$ cat src/rtl/traffic_light_fsm_if.sv
// Signal bundle between the six-bit phase counter / car sensor side and the
// intersection controller.
interface traffic_light_fsm_if;
  logic [5:0] q;
  logic       ew_req;
  logic       cnt_clr;
  logic [2:0] ns_light;
  logic [2:0] ew_light;
  logic       ew_wait;

  modport master (
    output q, ew_req,
    input  cnt_clr, ns_light, ew_light, ew_wait
  );

  modport slave (
    input  q, ew_req,
    output cnt_clr, ns_light, ew_light, ew_wait
  );
endinterface

$ cat src/rtl/traffic_light_fsm.sv
// Two-road intersection controller: times each phase from the external phase
// counter, drives both light heads and restarts the counter on every phase entry.
module traffic_light_fsm #(
  parameter int unsigned G_MIN    = 20,
  parameter int unsigned G_MAX    = 50,
  parameter int unsigned EW_GREEN = 20,
  parameter int unsigned Y_TIME   = 5,
  parameter int unsigned R_TIME   = 2
) (
  input  logic          clk,
  input  logic          reset_n,
  traffic_light_fsm_if.slave tl
);

  localparam logic [5:0] G_MIN_C    = 6'(G_MIN);
  localparam logic [5:0] G_MAX_C    = 6'(G_MAX);
  localparam logic [5:0] EW_GREEN_C = 6'(EW_GREEN);
  localparam logic [5:0] Y_TIME_C   = 6'(Y_TIME);
  localparam logic [5:0] R_TIME_C   = 6'(R_TIME);

  localparam logic [2:0] LT_RED = 3'b100;
  localparam logic [2:0] LT_YEL = 3'b010;
  localparam logic [2:0] LT_GRN = 3'b001;

  typedef enum logic [2:0] {
    NS_G = 3'd0,
    NS_Y = 3'd1,
    RED1 = 3'd2,
    EW_G = 3'd3,
    EW_Y = 3'd4,
    RED2 = 3'd5
  } state_t;

  state_t     state_q, state_d;
  logic       cnt_clr_q, cnt_clr_d;
  logic [2:0] ns_light_q, ns_light_d;
  logic [2:0] ew_light_q, ew_light_d;
  logic       ew_wait_q, ew_wait_d;
  logic       phase_done;

  // Light pattern for a state, returned as {ns, ew}.
  function automatic logic [5:0] lights_of(input state_t s);
    logic [5:0] l;
    l = {LT_RED, LT_RED};
    case (s)
      NS_G:    l = {LT_GRN, LT_RED};
      NS_Y:    l = {LT_YEL, LT_RED};
      EW_G:    l = {LT_RED, LT_GRN};
      EW_Y:    l = {LT_RED, LT_YEL};
      default: l = {LT_RED, LT_RED};
    endcase
    return l;
  endfunction

  always_comb begin
    state_d    = state_q;
    cnt_clr_d  = 1'b0;
    phase_done = 1'b0;
    ew_wait_d  = ew_wait_q;

    // q is stale while the clear is still applied to the counter.
    if (!cnt_clr_q) begin
      case (state_q)
        NS_G:       phase_done = ((tl.q >= G_MIN_C) && ew_wait_q) || (tl.q >= G_MAX_C);
        NS_Y, EW_Y: phase_done = (tl.q >= Y_TIME_C);
        RED1, RED2: phase_done = (tl.q >= R_TIME_C);
        EW_G:       phase_done = (tl.q >= EW_GREEN_C);
        default:    phase_done = 1'b0;
      endcase
    end

    case (state_q)
      NS_G: if (phase_done) state_d = NS_Y;
      NS_Y: if (phase_done) state_d = RED1;
      RED1: if (phase_done) state_d = EW_G;
      EW_G: if (phase_done) state_d = EW_Y;
      EW_Y: if (phase_done) state_d = RED2;
      RED2: if (phase_done) state_d = NS_G;
      default: state_d = RED2;
    endcase

    if (state_d != state_q) cnt_clr_d = 1'b1;

    // Clearing on EW green entry takes priority over a coincident request.
    if (state_d == EW_G && state_q != EW_G)
      ew_wait_d = 1'b0;
    else if (tl.ew_req && (state_q == NS_G || state_q == NS_Y ||
                           state_q == RED1 || state_q == RED2))
      ew_wait_d = 1'b1;

    {ns_light_d, ew_light_d} = lights_of(state_d);
  end

  always_ff @(posedge clk or negedge reset_n) begin
    if (!reset_n) begin
      state_q    <= RED2;
      cnt_clr_q  <= 1'b1;
      ns_light_q <= LT_RED;
      ew_light_q <= LT_RED;
      ew_wait_q  <= 1'b0;
    end else begin
      state_q    <= state_d;
      cnt_clr_q  <= cnt_clr_d;
      ns_light_q <= ns_light_d;
      ew_light_q <= ew_light_d;
      ew_wait_q  <= ew_wait_d;
    end
  end

  assign tl.cnt_clr  = cnt_clr_q;
  assign tl.ns_light = ns_light_q;
  assign tl.ew_light = ew_light_q;
  assign tl.ew_wait  = ew_wait_q;

endmodule

$ cat src/flat_wrapper.sv
// flat-port wrapper written by rule: the top's interface ports become plain ports
module traffic_light_fsm_flat 
#(
  parameter int unsigned G_MIN    = 20,
  parameter int unsigned G_MAX    = 50,
  parameter int unsigned EW_GREEN = 20,
  parameter int unsigned Y_TIME   = 5,
  parameter int unsigned R_TIME   = 2
)
  (clk, reset_n, tl_q, tl_ew_req, tl_cnt_clr, tl_ns_light, tl_ew_light, tl_ew_wait);
  traffic_light_fsm_if tl_i ();
  input  logic clk;
  input  logic reset_n;
  input wire logic [$bits(tl_i.q)-1:0] tl_q;
  input wire logic [$bits(tl_i.ew_req)-1:0] tl_ew_req;
  output wire logic [$bits(tl_i.cnt_clr)-1:0] tl_cnt_clr;
  output wire logic [$bits(tl_i.ns_light)-1:0] tl_ns_light;
  output wire logic [$bits(tl_i.ew_light)-1:0] tl_ew_light;
  output wire logic [$bits(tl_i.ew_wait)-1:0] tl_ew_wait;
  assign tl_i.q = tl_q;
  assign tl_i.ew_req = tl_ew_req;
  assign tl_cnt_clr = tl_i.cnt_clr;
  assign tl_ns_light = tl_i.ns_light;
  assign tl_ew_light = tl_i.ew_light;
  assign tl_ew_wait = tl_i.ew_wait;
  traffic_light_fsm #(.G_MIN(G_MIN), .G_MAX(G_MAX), .EW_GREEN(EW_GREEN), .Y_TIME(Y_TIME), .R_TIME(R_TIME)) u_core (.clk(clk), .reset_n(reset_n), .tl(tl_i));
endmodule
$ cat config.mk
export PLATFORM = sky130hd
export DESIGN_NAME = traffic_light_fsm_flat
export DESIGN_NICKNAME = d
export VERILOG_FILES = /design/src/rtl/traffic_light_fsm_if.sv /design/src/rtl/traffic_light_fsm.sv /design/src/flat_wrapper.sv
export SDC_FILE = /design/constraint.sdc
export NUM_CORES = 1
export LEC_CHECK = 0
export ABC_AREA = 1
export CAP_MARGIN = 5
export CORE_MARGIN = 5
export CORE_UTILIZATION = 35
export CTS_CLUSTER_SIZE = 8
export DETAILED_ROUTE_END_ITERATION = 10
export SLEW_MARGIN = 20
export SYNTH_ARGS = -nofsm -noshare
export SYNTH_HDL_FRONTEND = slang
export SYNTH_SLANG_ARGS = --single-unit
$ cat constraint.sdc
create_clock -name clk -period 5.35 [get_ports clk]
set_clock_uncertainty 0.1 [all_clocks]
set_input_delay 1.07 -clock clk [delete_from_list [all_inputs] [get_ports clk]]
set_output_delay 1.07 -clock clk [all_outputs]
set_load 0.1 [all_outputs]
==> results.cfg <==
[status]
status = finished clean

[global_route]
grt_first_pass_wirelength_mm = 2.111
grt.total_usage = 0.1051
grt_max_degree = 12
grt-ovfl-total = 0
grt_pass1_vias = 493
antenna_found_initial = 0

[cts]
cts_tree = yes
clk_pin_slew_ns = 0.06
postCtsSetupRepairBufs = 0
cts_resized = 0
cts_buffers = 3
clock_sinks = 11
clock_path_buffers = 2
cts_hold_buf = 0
root_buffer = clkbuf_4
clk_latency_ns = 0.26
cts.htree.levels = 1

[min_path]
hold_start = u_core.tl.ew_wait
worstHoldPathCells = 1
hold_path_class = register to register
min_to = u_core.tl.ew_wait

[routing]
wl_per_cell_um = 9.551
drt_pass1_iterations = 4
vias_per_cell = 4.346
drtIter0Drc = 5
vias = 552
drc = 0
ant_nets = 0
postRouteWirelength_mm = 1.213

[final_layout]
nNetsFinal = 112
stdcell_area_um2 = 850.8
antenna_cells_inserted = 0
utilization = 0.4928
layout-drive-gt1-share = 0.2353
syn2layout_area_growth_pct = 32.81

[worst_setup_path]
cp.required_ns = 4.18
r2r-start = u_core.state_q[0]
crit_path_top_delay_cell = clkdlybuf4s50_1
max_stage_delay_ns = 1.12
crit_fanout = 2
regToRegSetupSlack_ns = 3.53
cp_top_family = buffers and inverters
end_kind = primary output
r2r-end = u_core.tl.ns_light[2]
crit_chain = clkdlybuf4s50_1
critPathBufInv = 1
critPathLaunchType = register
worstRegToRegCells = 11
criticalPathCategory = register to primary output
cp_num_cells = 1
cp.arrival_ns = 1.91

[yosys]
synth_nets = 92
post-synth-top-count-cell = nand2_1
ys_top_cells_by_area = dfrtp_1 (23%), dfstp_2 (21%), nand2_1 (13%), nor2_1 (7.0%), nand3_1 (4.7%)
synthTopCellsByCount = nand2_1 (23), nor2_1 (12), inv_1 (8), dfrtp_1 (6), nand3_1 (6)
synthArstFlopShare = 1.000
ys_types = 19
syn_area_per_cell_um2 = 7.718
synth_top_area_frac = 0.2344
yosys.area.top_type = dfrtp_1
yosysSeqAreaShare = 0.4395
synth-main-ff-cell = dfrtp_1
syn_inst = 83
synth_edf_count = 0
ys_ff_latch = 11
synth.cell_area_um2 = 640.6
yosysWarnings = 0

[sta]
rsz0062_at_grt = false
tns_ns = 0
relSlewSlack = 0.3468
hold_viol = 0
fmax_ghz = 0.3250
drv_slew = 0
final-setup-viol-count = 0
finalCritPeriodShare = 0.5752
min_period_ns = 3.077
worstMarginPinSlew_ns = 0.9768

[die]
rows = 15
die-area_mm2 = 0.002786
fp.coreArea_mm2 = 0.001727
io_pins = 17
initial_core_util = 0.3710
dieHeight_um = 52.78
die_w_um = 52.78

[placement]
dpl_cell_area_um2 = 824.5
dp_hpwl_mm = 1.034
place_congestion = 0.7502
portBuffers = 16

[job]
drv_cap = 0
## logic make-up after synthesis
| logic type | count (synthesis) | synth area share |
|---|---|---|
| simple gates | 52 | 0.4062 |
| buf+inv | 13 | 0.08203 |
| flops | 11 | 0.4395 |
| compound gates | 7 | 0.07226 |
## per-layer routing
| metal | global-route usage | wire length, um | part of all wire |
|---|---|---|---|
| met2 | 0.1488 | 545 | 0.45 |
| met5 | 0 | 0 | 0 |
| met1 | 0.1416 | 601 | 0.50 |
| met3 | 0.04274 | 47 | 0.039 |
| met4 | 0.03830 | 18 | 0.015 |
## flip-flops by register name, indices dropped and copies added, names as in the netlist
name	cells
u_core.state_q	3
u_core.tl.ew_light	3
u_core.tl.ns_light	3
u_core.tl.cnt_clr	1
u_core.tl.ew_wait	1
## cell usage in the layout, fill, tap and decap left out
cell type	synthesis	layout
inv_1	8	8
nand3_2	1	1
nand3_4	1	1
o21ai_1	3	3
inv_2	4	4
clkbuf_1	0	1
a21oi_2	1	1
o211a_1	1	1
nand2_1	23	23
dfstp_2	5	5
nand3b_2	1	1
clkbuf_4	0	3
nor2_2	2	2
nand3_1	6	6
nand2_4	2	2
dfrtp_1	6	6
nor2_1	12	12
o21a_1	1	1
nand2_2	4	4
o21ai_0	1	1
clkdlybuf4s50_1	0	16
## final cells by class
cell class                      instances  area, um^2
Fill cell                             184       875.8
Multi-Input combinational cell         59       306.5
Sequential cell                        11       281.5
Timing Repair Buffer                   16       160.2
Inverter                               12       45.04
Tap cell                               25       31.28
Clock buffer                            4       26.28
## through the flow
stage          hold WS, ns  setup slack (ns)  std cells
6_report            0.4429             2.273        127
5_1_grt             0.4807             2.212        127
4_1_cts             0.4501             2.258        127
3_5_place_dp        0.4361             2.549        123
3_3_place_gp        0.4315             2.553        123
2_1_floorplan       0.4223             3.177         83
## how the worst max path moves through the flow
stage                            from                    end  slack [ns]
CTS                 u_core.tl.cnt_clr             tl_cnt_clr        2.26
detailed placement  u_core.tl.cnt_clr             tl_cnt_clr        2.55
finish              u_core.tl.cnt_clr             tl_cnt_clr        2.27
global route        u_core.tl.cnt_clr             tl_cnt_clr        2.21
floorplan                     tl_q[4]  u_core.tl.ns_light[2]        3.18
global placement    u_core.tl.cnt_clr             tl_cnt_clr        2.55
Power is left out: the tool's default activity adds up to more than one toggle a clock period on the data nets, which glitch-free logic cannot reach.
